==> src/rtl/cart_load_ctrl_if.sv <==
// -----------------------------------------------------------------------------
// cart_load_ctrl_if
//   Signal bundle between the cartridge load controller, the HPS ioctl
//   download channel, the cartridge ROM dpram port A and the console core.
//
//   master : the load controller (consumes ioctl/ROM read data, drives ROM
//            port A and the core configuration/reset outputs)
//   slave  : the surrounding system (hps_io, dpram, A2601 core)
//
//   ioctl_download  download active
//   ioctl_wr        one-cycle byte strobe
//   ioctl_addr      25-bit byte address
//   ioctl_dout      byte data
//   ext             normalized 3-char file extension (e.g. ".F8")
//   ext_s           file name ends in "S"
//   sc_mode         0=Auto, 1=Disable, 2=Enable
//   mem_q           ROM port-A read data, 1-cycle latency
//   mem_addr        ROM port-A address
//   mem_din         ROM port-A write data
//   mem_we          ROM port-A write enable
//   rom_size        loaded byte count
//   force_bs        bankswitch scheme code
//   sc              SuperChip RAM enable
//   core_reset      hold core in reset
//   busy            controller not idle
//   overflow        a byte at or above the ROM size was discarded
// -----------------------------------------------------------------------------
interface cart_load_ctrl_if #(
    parameter int ADDR_W = 15
);
    logic              ioctl_download;
    logic              ioctl_wr;
    logic [24:0]       ioctl_addr;
    logic [7:0]        ioctl_dout;
    logic [23:0]       ext;
    logic              ext_s;
    logic [1:0]        sc_mode;
    logic [7:0]        mem_q;
    logic [ADDR_W-1:0] mem_addr;
    logic [7:0]        mem_din;
    logic              mem_we;
    logic [16:0]       rom_size;
    logic [3:0]        force_bs;
    logic              sc;
    logic              core_reset;
    logic              busy;
    logic              overflow;

    modport master (
        input  ioctl_download, ioctl_wr, ioctl_addr, ioctl_dout,
        input  ext, ext_s, sc_mode, mem_q,
        output mem_addr, mem_din, mem_we,
        output rom_size, force_bs, sc, core_reset, busy, overflow
    );

    modport slave (
        output ioctl_download, ioctl_wr, ioctl_addr, ioctl_dout,
        output ext, ext_s, sc_mode, mem_q,
        input  mem_addr, mem_din, mem_we,
        input  rom_size, force_bs, sc, core_reset, busy, overflow
    );
endinterface

==> src/rtl/cart_load_ctrl.sv <==
// -----------------------------------------------------------------------------
// cart_load_ctrl
//   Sequences a cartridge load into the cartridge ROM dpram: writes the HPS
//   download bytes into ROM port A, replicates short images up to
//   MIRROR_SIZE, picks the bankswitch scheme and SuperChip enable, and holds
//   the console core in reset until a settle delay has elapsed.
//
//   clk_sys   system clock
//   reset_n   synchronous active-low reset
//   bus       cart_load_ctrl_if.master (ioctl download, ROM port A,
//             core configuration and status; see the interface header)
// -----------------------------------------------------------------------------
module cart_load_ctrl #(
    parameter int ADDR_W         = 15,
    parameter int MIRROR_SIZE    = 4096,
    parameter int RELEASE_CYCLES = 16
) (
    input  logic                clk_sys,
    input  logic                reset_n,
    cart_load_ctrl_if.master    bus
);

    localparam int CNT_W = $clog2(RELEASE_CYCLES + 1) > 0 ? $clog2(RELEASE_CYCLES + 1) : 1;

    typedef enum logic [2:0] {
        S_IDLE,
        S_LOAD,
        S_MIRROR_RD,
        S_MIRROR_WR,
        S_DETECT,
        S_SETTLE
    } state_t;

    state_t            r_state,      w_state_nx;
    logic              r_dl;
    logic [ADDR_W-1:0] r_mem_addr,   w_mem_addr_nx;
    logic [7:0]        r_mem_din,    w_mem_din_nx;
    logic              r_mem_we,     w_mem_we_nx;
    logic [16:0]       r_rom_size,   w_rom_size_nx;
    logic [3:0]        r_force_bs,   w_force_bs_nx;
    logic              r_sc,         w_sc_nx;
    logic              r_core_reset, w_core_reset_nx;
    logic              r_overflow,   w_overflow_nx;
    logic [ADDR_W-1:0] r_src,        w_src_nx;
    logic [ADDR_W-1:0] r_dst,        w_dst_nx;
    logic [CNT_W-1:0]  r_cnt,        w_cnt_nx;

    logic              w_dl_rise;
    logic              w_dl_fall;
    logic              w_in_rom;
    logic              w_load_wr;
    logic [16:0]       w_addr_p1;
    logic [16:0]       w_size_upd;

    // Download edges are taken against the registered copy of the level.
    assign w_dl_rise = bus.ioctl_download & ~r_dl;
    assign w_dl_fall = ~bus.ioctl_download & r_dl;

    // Any address bit at or above ADDR_W set means the byte lies outside the
    // ROM; those bytes must never alias back into it.
    assign w_in_rom  = (bus.ioctl_addr[24:ADDR_W] == '0);
    assign w_load_wr = (r_state == S_LOAD) && bus.ioctl_wr && w_in_rom;
    assign w_addr_p1 = 17'(bus.ioctl_addr[ADDR_W-1:0]) + 17'd1;

    // rom_size including a byte strobed this cycle, so a byte coinciding with
    // the falling edge still counts towards the mirror decision.
    assign w_size_upd = (w_load_wr && (w_addr_p1 > r_rom_size)) ? w_addr_p1 : r_rom_size;

    always_ff @(posedge clk_sys) begin
        if (!reset_n) begin
            r_state      <= S_IDLE;
            r_dl         <= 1'b0;
            r_mem_addr   <= '0;
            r_mem_din    <= '0;
            r_mem_we     <= 1'b0;
            r_rom_size   <= '0;
            r_force_bs   <= '0;
            r_sc         <= 1'b0;
            r_core_reset <= 1'b1;
            r_overflow   <= 1'b0;
            r_src        <= '0;
            r_dst        <= '0;
            r_cnt        <= '0;
        end else begin
            r_state      <= w_state_nx;
            r_dl         <= bus.ioctl_download;
            r_mem_addr   <= w_mem_addr_nx;
            r_mem_din    <= w_mem_din_nx;
            r_mem_we     <= w_mem_we_nx;
            r_rom_size   <= w_rom_size_nx;
            r_force_bs   <= w_force_bs_nx;
            r_sc         <= w_sc_nx;
            r_core_reset <= w_core_reset_nx;
            r_overflow   <= w_overflow_nx;
            r_src        <= w_src_nx;
            r_dst        <= w_dst_nx;
            r_cnt        <= w_cnt_nx;
        end
    end

    always_comb begin
        w_state_nx      = r_state;
        w_mem_addr_nx   = r_mem_addr;
        w_mem_din_nx    = r_mem_din;
        w_mem_we_nx     = 1'b0;
        w_rom_size_nx   = r_rom_size;
        w_force_bs_nx   = r_force_bs;
        w_sc_nx         = r_sc;
        w_core_reset_nx = r_core_reset;
        w_overflow_nx   = r_overflow;
        w_src_nx        = r_src;
        w_dst_nx        = r_dst;
        w_cnt_nx        = r_cnt;

        if (w_dl_rise) begin
            // A new download always wins, aborting mirror/detect/settle.
            w_state_nx      = S_LOAD;
            w_rom_size_nx   = '0;
            w_overflow_nx   = 1'b0;
            w_core_reset_nx = 1'b1;
        end else begin
            unique case (r_state)
                S_IDLE: begin
                    w_core_reset_nx = 1'b0;
                end

                S_LOAD: begin
                    if (bus.ioctl_wr) begin
                        if (w_in_rom) begin
                            w_mem_we_nx   = 1'b1;
                            w_mem_addr_nx = bus.ioctl_addr[ADDR_W-1:0];
                            w_mem_din_nx  = bus.ioctl_dout;
                        end else begin
                            w_overflow_nx = 1'b1;
                        end
                    end
                    w_rom_size_nx = w_size_upd;
                    if (w_dl_fall) begin
                        if ((w_size_upd != '0) && (w_size_upd < 17'(MIRROR_SIZE))) begin
                            w_state_nx = S_MIRROR_RD;
                            w_src_nx   = '0;
                            w_dst_nx   = w_size_upd[ADDR_W-1:0];
                        end else begin
                            w_state_nx = S_DETECT;
                        end
                    end
                end

                S_MIRROR_RD: begin
                    // A final download byte still in the write register owns
                    // port A this cycle; issue the read once it has drained.
                    if (!r_mem_we) begin
                        w_state_nx = S_MIRROR_WR;
                    end
                end

                S_MIRROR_WR: begin
                    w_dst_nx = r_dst + ADDR_W'(1);
                    if (17'(r_src) == (r_rom_size - 17'd1)) begin
                        w_src_nx = '0;
                    end else begin
                        w_src_nx = r_src + ADDR_W'(1);
                    end
                    if (r_dst == ADDR_W'(MIRROR_SIZE - 1)) begin
                        w_state_nx = S_DETECT;
                    end else begin
                        w_state_nx = S_MIRROR_RD;
                    end
                end

                S_DETECT: begin
                    case (bus.ext)
                        ".F8":   w_force_bs_nx = 4'd1;
                        ".F6":   w_force_bs_nx = 4'd2;
                        ".FE":   w_force_bs_nx = 4'd3;
                        ".E0":   w_force_bs_nx = 4'd4;
                        ".3F":   w_force_bs_nx = 4'd5;
                        ".F4":   w_force_bs_nx = 4'd6;
                        ".P2":   w_force_bs_nx = 4'd7;
                        ".FA":   w_force_bs_nx = 4'd8;
                        ".CV":   w_force_bs_nx = 4'd9;
                        default: begin
                            case (r_rom_size)
                                17'd8192:  w_force_bs_nx = 4'd1;
                                17'd16384: w_force_bs_nx = 4'd2;
                                17'd32768: w_force_bs_nx = 4'd6;
                                17'd12288: w_force_bs_nx = 4'd8;
                                default:   w_force_bs_nx = 4'd0;
                            endcase
                        end
                    endcase
                    w_sc_nx    = (bus.sc_mode == 2'd0) ? bus.ext_s : bus.sc_mode[1];
                    w_cnt_nx   = CNT_W'(RELEASE_CYCLES);
                    w_state_nx = S_SETTLE;
                end

                S_SETTLE: begin
                    // Release when the count reaches zero on this edge, so the
                    // core stays in reset for exactly RELEASE_CYCLES cycles.
                    if (r_cnt <= CNT_W'(1)) begin
                        w_cnt_nx        = '0;
                        w_core_reset_nx = 1'b0;
                        w_state_nx      = S_IDLE;
                    end else begin
                        w_cnt_nx = r_cnt - CNT_W'(1);
                    end
                end

                default: begin
                    w_state_nx = S_IDLE;
                end
            endcase
        end
    end

    // Port A: the load pipeline register drives it, except while mirroring,
    // where the read address and the write of the returned byte come straight
    // from the state so mem_q is consumed in the cycle it is valid.
    always_comb begin
        bus.mem_addr = r_mem_addr;
        bus.mem_din  = r_mem_din;
        bus.mem_we   = r_mem_we;
        if ((r_state == S_MIRROR_RD) && !r_mem_we) begin
            bus.mem_addr = r_src;
            bus.mem_we   = 1'b0;
        end else if (r_state == S_MIRROR_WR) begin
            bus.mem_addr = r_dst;
            bus.mem_din  = bus.mem_q;
            bus.mem_we   = 1'b1;
        end
    end

    assign bus.rom_size   = r_rom_size;
    assign bus.force_bs   = r_force_bs;
    assign bus.sc         = r_sc;
    assign bus.core_reset = r_core_reset;
    assign bus.overflow   = r_overflow;
    assign bus.busy       = (r_state != S_IDLE);

endmodule
==> src/flat_wrapper.sv <==
// flat-port wrapper written by rule: the top's interface ports become plain ports
module cart_load_ctrl_flat 
#(
    parameter int ADDR_W         = 15,
    parameter int MIRROR_SIZE    = 4096,
    parameter int RELEASE_CYCLES = 16
)
  (clk_sys, reset_n, bus_ioctl_download, bus_ioctl_wr, bus_ioctl_addr, bus_ioctl_dout, bus_ext, bus_ext_s, bus_sc_mode, bus_mem_q, bus_mem_addr, bus_mem_din, bus_mem_we, bus_rom_size, bus_force_bs, bus_sc, bus_core_reset, bus_busy, bus_overflow);
  cart_load_ctrl_if #(.ADDR_W(ADDR_W)) bus_i ();
  input  logic clk_sys;
  input  logic reset_n;
  input wire logic [$bits(bus_i.ioctl_download)-1:0] bus_ioctl_download;
  input wire logic [$bits(bus_i.ioctl_wr)-1:0] bus_ioctl_wr;
  input wire logic [$bits(bus_i.ioctl_addr)-1:0] bus_ioctl_addr;
  input wire logic [$bits(bus_i.ioctl_dout)-1:0] bus_ioctl_dout;
  input wire logic [$bits(bus_i.ext)-1:0] bus_ext;
  input wire logic [$bits(bus_i.ext_s)-1:0] bus_ext_s;
  input wire logic [$bits(bus_i.sc_mode)-1:0] bus_sc_mode;
  input wire logic [$bits(bus_i.mem_q)-1:0] bus_mem_q;
  output wire logic [$bits(bus_i.mem_addr)-1:0] bus_mem_addr;
  output wire logic [$bits(bus_i.mem_din)-1:0] bus_mem_din;
  output wire logic [$bits(bus_i.mem_we)-1:0] bus_mem_we;
  output wire logic [$bits(bus_i.rom_size)-1:0] bus_rom_size;
  output wire logic [$bits(bus_i.force_bs)-1:0] bus_force_bs;
  output wire logic [$bits(bus_i.sc)-1:0] bus_sc;
  output wire logic [$bits(bus_i.core_reset)-1:0] bus_core_reset;
  output wire logic [$bits(bus_i.busy)-1:0] bus_busy;
  output wire logic [$bits(bus_i.overflow)-1:0] bus_overflow;
  assign bus_i.ioctl_download = bus_ioctl_download;
  assign bus_i.ioctl_wr = bus_ioctl_wr;
  assign bus_i.ioctl_addr = bus_ioctl_addr;
  assign bus_i.ioctl_dout = bus_ioctl_dout;
  assign bus_i.ext = bus_ext;
  assign bus_i.ext_s = bus_ext_s;
  assign bus_i.sc_mode = bus_sc_mode;
  assign bus_i.mem_q = bus_mem_q;
  assign bus_mem_addr = bus_i.mem_addr;
  assign bus_mem_din = bus_i.mem_din;
  assign bus_mem_we = bus_i.mem_we;
  assign bus_rom_size = bus_i.rom_size;
  assign bus_force_bs = bus_i.force_bs;
  assign bus_sc = bus_i.sc;
  assign bus_core_reset = bus_i.core_reset;
  assign bus_busy = bus_i.busy;
  assign bus_overflow = bus_i.overflow;
  cart_load_ctrl #(.ADDR_W(ADDR_W), .MIRROR_SIZE(MIRROR_SIZE), .RELEASE_CYCLES(RELEASE_CYCLES)) u_core (.clk_sys(clk_sys), .reset_n(reset_n), .bus(bus_i));
endmodule
==> config.mk <==
export PLATFORM = sky130hd
export DESIGN_NAME = cart_load_ctrl_flat
export DESIGN_NICKNAME = d
export VERILOG_FILES = /design/src/rtl/cart_load_ctrl_if.sv /design/src/rtl/cart_load_ctrl.sv /design/src/flat_wrapper.sv
export SDC_FILE = /design/constraint.sdc
export NUM_CORES = 1
export LEC_CHECK = 0
export BUFFER_PORTS_ARGS = -buffer_cell sky130_fd_sc_hd__buf_2
export CORE_MARGIN = 5
export CORE_UTILIZATION = 52
export CTS_BUF_LIST = sky130_fd_sc_hd__clkbuf_8
export CTS_CLUSTER_SIZE = 16
export DETAILED_ROUTE_END_ITERATION = 16
export GPL_TIMING_DRIVEN = 0
export PLACE_DENSITY = 0.79
export SETUP_SLACK_MARGIN = 0.1
export SLEW_MARGIN = 20
export SYNTH_ARGS = -nofsm -noshare
export SYNTH_HDL_FRONTEND = slang
export SYNTH_SLANG_ARGS = --single-unit
==> constraint.sdc <==
create_clock -name clk_sys -period 3.3 [get_ports clk_sys]
set_input_delay 0 -clock clk_sys [delete_from_list [all_inputs] [get_ports clk_sys]]
set_output_delay 0 -clock clk_sys [all_outputs]
set_load 0.02 [all_outputs]
==> results.md, run 1 <==
* Starting Density at 53.5%
* Core area at 11500 sq um
* MaxCap Viol Count at 0
* Fin. Hold Viols at 0
* Critical hold path startpoint: bus_ioctl_addr[0]
* Worst Tran Pin Value at 0.806 ns
* Startpoint types: input port
* Buf/Inv on CP at 5
* Seq/Total Area, Yosys at 28.4%
* Post-Place Worst Slack at -0.827 ns
* Worst setup EP type: register
* Post-Syn Area at 6130 sq um
* TritonCTS Buffers at 9
* Total Routing Usage GR at 27.8%
* Worst min path class: input port to register
* DP HPWL at 15000 um
* Layout cells sized above 1 at 26.3%
* H-tree Lvls at 3
* Mapped Cells at 841
* Met2 WL at 10100 um
* Top sig layer: met4
* Slowest stage delay, CP at 0.38 ns
* CP Cell Sequence: clkbuf_8 -> nand4_1 -> buf_4 -> buf_4 -> nor4_4 -> xor2_2 -> buf_4 -> ha_4 -> nand4_1 -> buf_4 -> nor4_4 -> nand2b_1 -> and3_4 -> a311oi_4 -> o311ai_4 -> or2_4 -> o22ai_2
* Most frequent CP cell: buf_4
* Layout fillers at 902
* First-pass GRT wire length at 32200 um
* Finish-stage setup viols at 0
* Biggest area consumer among synthesized cells: dfxtp_1
* Reg-to-reg critical path startpoint: u_core.bus.rom_size[12]
* Yosys warns at 0
* Synth top area cells: dfxtp_1 (28%), nand2_1 (8.0%), a21oi_1 (4.6%), ha_1 (4.5%), nand3_1 (4.3%)
* Fin worst setup slack at 0.0607 ns
* R2r setup slk at 0.08 ns
* # diodes at 0
* Post-synth top area share at 28.4%
* Post-route DRC at 0
* Synth Flop Type: dfxtp_1
* Max VDD drop at 0.198 mV
* Clock Skew at 0.0143 ns
* Layout Nets at 1123
* Largest fanout on the critical path at 9
* Hold Crit Depth at 4
* Static leakage at 3.30 nW
* Post-route cell area at 8120 sq um
* Setup Crit Path Kind: input port to register
* DIE WIDTH at 119 um
* Area grow syn2layout at 32.4%
* Drt first-iter violations at 937
* Via density per instance at 6.13
* CTS max path bufs at 2
* Ys async rst share at 0%
* Fin. max-slew vios at 0
* Slowest CP cell: a311oi_4
* Vias at 7209
* Die area at 14100 sq um
* Hold endpoint: u_core.bus.rom_size[0]
* Clk pin slew, worst setup/hold paths at 0.08 ns
* Commonest cells post-synth: nand2_1 (131), dfxtp_1 (87), nor2_1 (59)
* CTS Root Cell: clkbuf_8
* Total Routed Length at 21600 um
* Worst R2R Path Depth at 12
* First-pass iteration count of the detailed router at 5
* Met1 WL at 8900 um
* Worst EP required at 3.61 ns
* RSZ-0062 raised after global routing: yes
* Min cycle time layout at 3.24 ns
* Rel. slew slack at 46.3%
* Vias in the first global route at 6449
* Initial antenna violation count at 0
* CP delay by family, top: simple AND/OR/NAND/NOR gates
* Clock Latency Late Sink at 0.39 ns
* IO Pins at 121
* Dpl cell area at 6980 sq um
* Most common cell in the netlist: nand2_1
* Die Ht at 119 um
* CTS Sinks at 87
* Mapped Nets at 935
* Post-synth EDFFs at 0
* Final antenna-violating net count at 0
* WL met3 at 1810 um
* Reg-to-reg endpoint: u_core.r_dst[5]
* Largest net degree at the start of global routing at 13
* CTS tree: built
* Mean Syn Cell Area at 7.29 sq um
* WL per Instance at 18.3 um
* IO buf count at 116
* PD cells at 253 nW/um^2
* Status: finished clean
* #FFs+latches synth at 87
* CP Data Arrival Time at 3.55 ns
* Post-synth cell types at 76
* Final global-route overflow total at 0
* Util after Layout at 70.8%
* Row Count at 39
* Highest Clock Rate at 309 MHz
* GPL Wtd Cong at 1.01
* Period utilization at 98.2%
==> worst reg2reg max path, cell delays in order, from the launching register on <==
cell and delay (ns):
dfxtp_2 0.37, buf_6 0.13, clkinvlp_4 0.14, ha_4 0.31, nand4_1 0.13, buf_4 0.17
nor4_4 0.32, nand2b_1 0.18, and3_4 0.24, a311oi_4 0.38, o311ai_4 0.22, or2_4 0.38
o22ai_2 0.18
==> state kept, by name, summed over array words and instances (netlist names), 3 cells and up <==
register / flops
u_core.r_dst: 15
u_core.r_src: 15
u_core.r_cnt: 5
u_core.r_mem_addr: 15
u_core.r_state: 3
u_core.bus.force_bs: 4
u_core.r_mem_din: 8
u_core.bus.rom_size: 17
==> where the power goes <==
part           total (W)  switching, W  leakage, nW  internal [W]
Combinational   0.000278      0.000152         2.49      0.000126
Clock           0.000726      0.000401        0.102      0.000325
Sequential       0.00105    0.00000167        0.709       0.00105
==> stage by stage <==
stage                     std cells  hold WS, ns  TNS, ns  power, W
final                          1176       0.0525        0   0.00206
after global routing           1176       0.0682   -0.524   0.00212
after CTS                      1158       0.0438        0   0.00202
after detailed placement       1100        0.247   -27.12   0.00129
after global placement         1100        0.243   -26.00   0.00128
after floorplan                 841        0.122        0   0.00120
==> cell usage in the layout, fill, tap and decap left out, drive strengths merged, types with 4 or more instances in the layout <==
cell type,instances
a31oi,5
ha,22
a211oi,17
dfxtp,87
or3,18
xnor2,19
nor3,46
nand3,54
o22ai,12
nor2b,13
xor2,16
nor2,59
o31ai,4
nand2b,12
nand2,131
inv,27
and2,5
o21a,5
or4,5
or3b,5
nor4b,4
clkbuf,52
nor4,16
mux2i,18
o21ai,49
and3,9
dlygate4sd3,28
or2,6
a21oi,56
a211o,5
buf,161
nand4,11
==> timing repair <==
action / in CTS / in global routing
setup endpoints to repair: 43 / 42
gates cloned: 0 / 2
pin swaps: 12 / 36
hold buffers: 29 / 0
setup buffers: 14 / 17
hold endpoints to repair: 26 / 0
gates resized for setup: 36 / 68
==> cells by family (layout without fill, tap and decap cells) <==
logic type | Yosys count | count (layout) | synth area share, %
DFF | 87 | 87 | 28.4
adders and majority gates | 22 | 22 | 4.49
buffers and inverters | 80 | 271 | 5.18
muxes | 20 | 20 | 3.30
AOI/OAI and AO/OA | 188 | 188 | 20.0
and+or+nand+nor | 409 | 410 | 33.6
xor gates and xnor gates | 35 | 35 | 5.00
==> area by class of cell <==
| type | count | area, sq um | area share (%) |
|---|---|---|---|
| clock buffer | 12 | 165 | 2.03 |
| clock inverter | 3 | 11.3 | 0.139 |
| inverter | 26 | 101 | 1.25 |
| buffer | 53 | 272 | 3.34 |
| tap | 143 | 179 | 2.20 |
| multi-input combinational | 675 | 4470 | 55.1 |
| timing repair buffer | 177 | 1160 | 14.3 |
| sequential | 87 | 1760 | 21.7 |
==> worst max path at each step <==
stage / start / to / slack [ns] / depth (start not counted)
after detailed placement: bus_ioctl_addr[0] / u_core.r_src[0] / -0.83 / 16
after global placement: bus_ioctl_addr[0] / u_core.r_src[0] / -0.80 / 16
after CTS: u_core.bus.rom_size[12] / u_core.r_dst[5] / 0.12 / 12
after global routing: bus_ioctl_addr[8] / u_core.r_dst[9] / -0.04 / 17
after floorplan: bus_ioctl_addr[7] / u_core.r_src[11] / 0.12 / 13
final: bus_ioctl_addr[7] / u_core.r_dst[5] / 0.06 / 17
==> routing by layer <==
metal  up-vias  track usage (%)
li1       3410                -
met1      3331             36.3
met2       400             45.2
met3        68             4.06
met4         0             13.3
met5         -                0
(Power assumes the default switching activity.)
==> run 2: changes to the inputs <==
ABC_AREA = 1   (was not set)
CORE_UTILIZATION = 53   (was 52)
==> run 2 against run 1 <==
Hold slack worse by 0.042 ns; via count up 12%; maximum frequency up 3.7%; global-route usage up 1.1 points; largest cell class unchanged; highest routed layer unchanged.
==> results.md, run 2 <==
* Starting Density at 53.8%
* Hold Crit Depth at 3
* Core area at 12600 sq um
* Most frequent cells in the layout: nand2_1 (245), inv_1 (176), nor2_1 (161)
* Layout Nets at 1400
* Largest fanout on the critical path at 10
* Slowest stage delay, CP at 0.40 ns
* Initial antenna violation count at 0
* Die area at 15100 sq um
* Fin. max-slew vios at 0
* First-pass iteration count of the detailed router at 5
* CTS Root Cell: clkbuf_8
* Ys async rst share at 0%
* Vias at 8063
* PD cells at 264 nW/um^2
* Synth Flop Type: dfxtp_1
* Met2 WL at 10600 um
* Max VDD drop at 0.387 mV
* Buf/Inv on CP at 5
* Internal power at 0.00160 W
* Rel. slew slack at 56.3%
* Fin. Hold Viols at 0
* Met1 WL at 8830 um
* Clock Skew at 0.0172 ns
* Finish-stage setup viols at 0
* Die Ht at 123 um
* Psw at 0.000581 W
* Most common cell in the netlist: nand2_1
* Layout cells sized above 1 at 16.6%
* # diodes at 0
* Post-synth cell types at 38
* Worst EP required at 3.57 ns
* CTS max path bufs at 2
* Min cycle time layout at 3.12 ns
* Vias in the first global route at 7048
* #FFs+latches synth at 87
* Final global-route overflow total at 0
* Max FFs per register at 17
* Gate power share at 11.4%
* Mean Syn Cell Area at 5.90 sq um
* Status: finished clean
* Post-synth top area share at 25.8%
* IO Pins at 121
* Post-route DRC at 0
* IO buf count at 120
* Post-Place Worst Slack at -0.420 ns
* Top sig layer: met4
* Row Count at 41
* Area grow syn2layout at 22.4%
* R2r setup slk at 0.18 ns
* Levels on crit path at 23
* Via density per instance at 5.44
* DIE WIDTH at 123 um
* Mapped Nets at 1240
* Total Routing Usage GR at 29.0%
* Worst min path class: input port to register
* Fin worst setup slack at 0.177 ns
* Highest Clock Rate at 320 MHz
* CP delay by family, top: simple AND/OR/NAND/NOR gates
* Most frequent CP cell: nand2_1
* Slowest CP cell: dfxtp_2
* WL per Instance at 15.2 um
* Worst R2R Path Depth at 23
* WL met3 at 2050 um
* First-pass GRT wire length at 34300 um
* CTS tree: built
* Mapped Cells at 1146
* GPL Wtd Cong at 0.964
* CTS Sinks at 87
* TritonCTS Buffers at 9
* Most common cell after layout, fill and taps aside: nand2_1
* Drt first-iter violations at 603
* Clock Latency Late Sink at 0.39 ns
* Clk pin slew, worst setup/hold paths at 0.09 ns
* Startpoint types: register
* Util after Layout at 65.8%
* Design Power at 0.00218 W
* Final antenna-violating net count at 0
* Total Routed Length at 22500 um
* Seq/Total Area, Yosys at 25.8%
* Flop pwr share at 48.4%
* Worst Tran Pin Value at 0.655 ns
* RSZ-0062 raised after global routing: no
* CP Cell Sequence: inv_1 -> ha_1 -> nand2_1 -> inv_1 -> nand2_1 -> nand2_1 -> nand2_1 -> nand2_1 -> nand2_1 -> nand2_2 -> nand2_4 -> clkbuf_16 -> nand2_1 -> nand2_1 -> nand2_1 -> nor2_1 -> nand3_2 -> nand4_1 -> buf_6 -> buf_6 -> nand3_1 -> nand2_1 -> nor2_1
* CP Data Arrival Time at 3.39 ns
* Yosys warns at 0
* H-tree Lvls at 3
* Final TNS setup at 0 ns
* Post-synth EDFFs at 0
* Clock network power share at 40.2%
* Synth top area cells: dfxtp_1 (26%), nand2_1 (14%), inv_1 (9.8%), nor2_1 (9.3%), nand3_1 (7.5%)
* Setup Crit Path Kind: register to register
* MaxCap Viol Count at 0
* DP HPWL at 17400 um
* Post-Syn Area at 6760 sq um
* Biggest area consumer among synthesized cells: dfxtp_1
* Largest net degree at the start of global routing at 16
* Worst setup EP type: register
* Switch share at 26.6%
* Static leakage at 4.15 nW
* Commonest cells post-synth: nand2_1 (258), inv_1 (177), nor2_1 (167)
* Period utilization at 94.6%
run 2: repair_timing:
| action | 4_1_cts | 5_1_grt |
|---|---|---|
| setup endpoints to repair | 23 | 32 |
| buffers inserted | 0 | 13 |
| hold endpoints to repair | 13 | 0 |
| hold buffers | 14 | 0 |
| gates resized for setup | 1 | 53 |
| pin swaps | 0 | 16 |
| cloned | 0 | 2 |
run 2: tightest hold or removal path, stage by stage:
cell	delay, ns
buf_2	0.14
o21ai_0	0.10
a21oi_1	0.11
run 2: path summary, 6_finish.rpt:
kind / from / to
worst max-delay path: u_core.bus.rom_size[3] / u_core.r_dst[11]
worst min-delay path: bus_ioctl_addr[11] / u_core.r_mem_addr[11]
worst max register to register: u_core.bus.rom_size[3] / u_core.r_dst[11]
worst min register to register: u_core.r_mem_addr[6] / u_core.r_mem_addr[6]
run 2: final cells by class:
cell class              instances  area (sq um)
fillers                      1179          4300
multi-input cells             837          4290
flip-flops and latches         87          1760
repair buffers                149           883
inverters                     180           676
plain buffers                  42           220
well taps                     172           215
clock buffers                  10           138
clock inverters                 6          92.6
run 2: stage by stage:
stage / hold WS (ns) / cell area, sq um / instances
final: 0.0102 / 8270 / 1483
after global routing: 0.0181 / 8270 / 1483
after CTS: 0.00116 / 7950 / 1468
after detailed placement: 0.207 / 7570 / 1438
after global placement: 0.194 / 7570 / 1438
after floorplan: 0.0935 / 6760 / 1146
run 2: power by group through the flow:
stage,clock (W),sequential [W],combinational [W]
5_1_grt,0.000918,0.00106,0.000276
3_3_place_gp,0,0.00108,0.000212
2_1_floorplan,0,0.00108,0.000119
6_report,0.000876,0.00106,0.000250
3_5_place_dp,0,0.00108,0.000216
4_1_cts,0.000882,0.00106,0.000229
run 2: kinds of logic after synthesis:
kind of cell	count (synthesis)	share of synthesized area, %
xor+xnor	43	5.78
buf+inv	222	13.1
simple gates	592	36.8
compound gates	180	14.4
fa+ha+maj	22	4.07
flops	87	25.8
run 2: metal layers:
metal | up-vias | track usage, %
met1 | 3585 | 35.4
met2 | 422 | 49.0
met3 | 82 | 5.12
met5 | - | 0
li1 | 3974 | -
met4 | 0 | 14.6
==> run 3: changes to the inputs <==
ABC_AREA = not set   (was 1)
CORE_ASPECT_RATIO = 2   (was not set)
CORE_UTILIZATION = 52   (was 53)
==> run 3 against run 2 <==
Register-to-register slack worse by 0.11 ns; design area shrank 1.2%; count of clock-buffer cells in the layout is 1 lower; combinational power is 12% higher; first-iteration DRC count fell by 6.1%; clock skew barely moved; core utilization grew 4.4 points; critical endpoint is now u_core.r_dst[9]; largest power group unchanged; highest routed layer unchanged.
==> results.md, run 3 (synthesis results as in run 1) <==
* Die area at 14200 sq um
* Drt first-iter violations at 566
* CTS max path bufs at 2
* Max FFs per register at 17
* Slowest stage delay, CP at 0.53 ns
* Worst R2R Path Depth at 11
* DIE WIDTH at 86.8 um
* Worst Tran Pin Value at 0.918 ns
* Fin. max-slew vios at 0
* Period utilization at 98.2%
* Dpl cell area at 6980 sq um
* CTS Root Cell: clkbuf_8
* Status: finished clean
* Largest net degree at the start of global routing at 14
* Reg-to-reg endpoint: u_core.r_dst[9]
* Most frequent cells in the layout: nand2_1 (129), buf_2 (115), dfxtp_1 (74)
* Vias in the first global route at 7132
* Via density per instance at 6.31
* Min cycle time layout at 3.24 ns
* DP HPWL at 16400 um
* CTS Sinks at 87
* Post-route cell area at 8170 sq um
* CP Cell Sequence: dlygate4sd3_1 -> buf_2 -> and4_2 -> ha_4 -> nand4b_1 -> nor4_2 -> nand2b_1 -> and3_4 -> a311oi_4 -> o311ai_4 -> buf_4 -> or2_4 -> o22ai_2
* Dpl cells at 1102
* Startpoint types: input port
* Core area at 11600 sq um
* CTS tree: built
* # diodes at 0
* Post-route DRC at 0
* Layout cells sized above 1 at 26.5%
* Clock Skew at 0.0167 ns
* IO buf count at 116
* Clk pin slew, worst setup/hold paths at 0.09 ns
* Rel. slew slack at 38.2%
* H-tree Lvls at 3
* Reg-to-reg critical path startpoint: u_core.bus.rom_size[15]
* GPL Wtd Cong at 1.02
* First-pass GRT wire length at 33700 um
* TritonCTS Buffers at 9
* R2r setup slk at 0.07 ns
* Max VDD drop at 0.257 mV
* Worst EP required at 3.58 ns
* Most common cell after layout, fill and taps aside: nand2_1
* First-pass iteration count of the detailed router at 8
* WL per Instance at 19.5 um
* Slowest CP cell: dlygate4sd3_1
* Total Routing Usage GR at 30.1%
* CP Data Arrival Time at 3.52 ns
* Fin. Hold Viols at 0
* Post-Place Worst Slack at -0.989 ns
* Vias at 7476
* Worst min path class: input port to register
* Row Count at 56
* Total Routed Length at 23000 um
* Layout Nets at 1130
* Worst setup EP type: register
* Highest Clock Rate at 309 MHz
* Final TNS setup at 0 ns
* Setup Crit Path Kind: input port to register
* Starting Density at 52.7%
* Clock Latency Late Sink at 0.37 ns
* Final global-route overflow total at 0
* Critical hold path startpoint: bus_ioctl_addr[7]
* Initial antenna violation count at 0
* PD cells at 263 nW/um^2
* Finished Layout Cells at 1184
* Final antenna-violating net count at 0
* Finish-stage setup viols at 0
* IO Pins at 121
* MaxCap Viol Count at 0
* Fin worst setup slack at 0.0585 ns
* Hold endpoint: u_core.bus.rom_size[7]
* Area grow syn2layout at 33.2%
* Static leakage at 3.29 nW
* Hold Crit Depth at 4
* Die Ht at 164 um
* Largest fanout on the critical path at 7
[run 3: worst max-delay path by stage]
stage,to,cells after the start,startpoint,slack [ns]
after global routing,u_core.r_dst[9],16,bus_ioctl_addr[7],-0.06
final,u_core.r_dst[9],13,bus_ioctl_addr[14],0.06
after detailed placement,u_core.r_dst[3],15,bus_ioctl_addr[0],-0.99
after floorplan,u_core.r_src[11],13,bus_ioctl_addr[7],0.12
after global placement,u_core.r_dst[4],15,bus_ioctl_addr[0],-0.98
after CTS,u_core.r_dst[7],12,u_core.bus.rom_size[3],0.10
[run 3: critical path, delay by kind of cell]
family,cells,cell delay (ns)
simple gates,6,1.63
compound gates,3,0.70
buf+inv,3,0.91
fa+ha+maj,1,0.28
[run 3: metrics by stage]
stage | hold WS [ns] | total power (W) | util, %
2_1_floorplan | 0.122 | 0.00120 | -
3_3_place_gp | 0.244 | 0.00129 | 60.0
3_5_place_dp | 0.245 | 0.00129 | 60.0
4_1_cts | 0.0501 | 0.00212 | 66.8
5_1_grt | 0.0731 | 0.00220 | 70.2
6_report | 0.0563 | 0.00215 | 70.2
[run 3: power breakdown]
part | internal [W] | total [W] | leakage (nW) | switching [W]
Clock | 0.000415 | 0.000821 | 0.102 | 0.000406
Sequential | 0.00105 | 0.00105 | 0.709 | 0.00000174
Combinational | 0.000124 | 0.000280 | 2.47 | 0.000155
[run 3: repair_timing]
action,CTS,global route
endpoints found under the hold margin,26,0
resized for setup,37,60
endpoints found under the setup margin,43,32
cloned,0,3
setup buffers,18,19
hold buffers,29,0
pin swaps,16,31
[run 3: layout make-up]
type                       instances  area [sq um]
fill                             988          3460
multi-input combinational        676          4470
clock inverter                     5          76.3
clock buffer                       9           124
inverter                          26           101
timing repair buffer             183          1180
sequential                        87          1770
buffer                            53           267
tap                              145           181
[run 3: routing by layer]
layer  track usage [%]  part of all wire [%]  wire (um)
met1              28.4                    33       7660
met2              55.3                    52      11900
met3              3.74                   5.9       1350
met4              25.0                   9.3       2140
met5                 0                     0          0
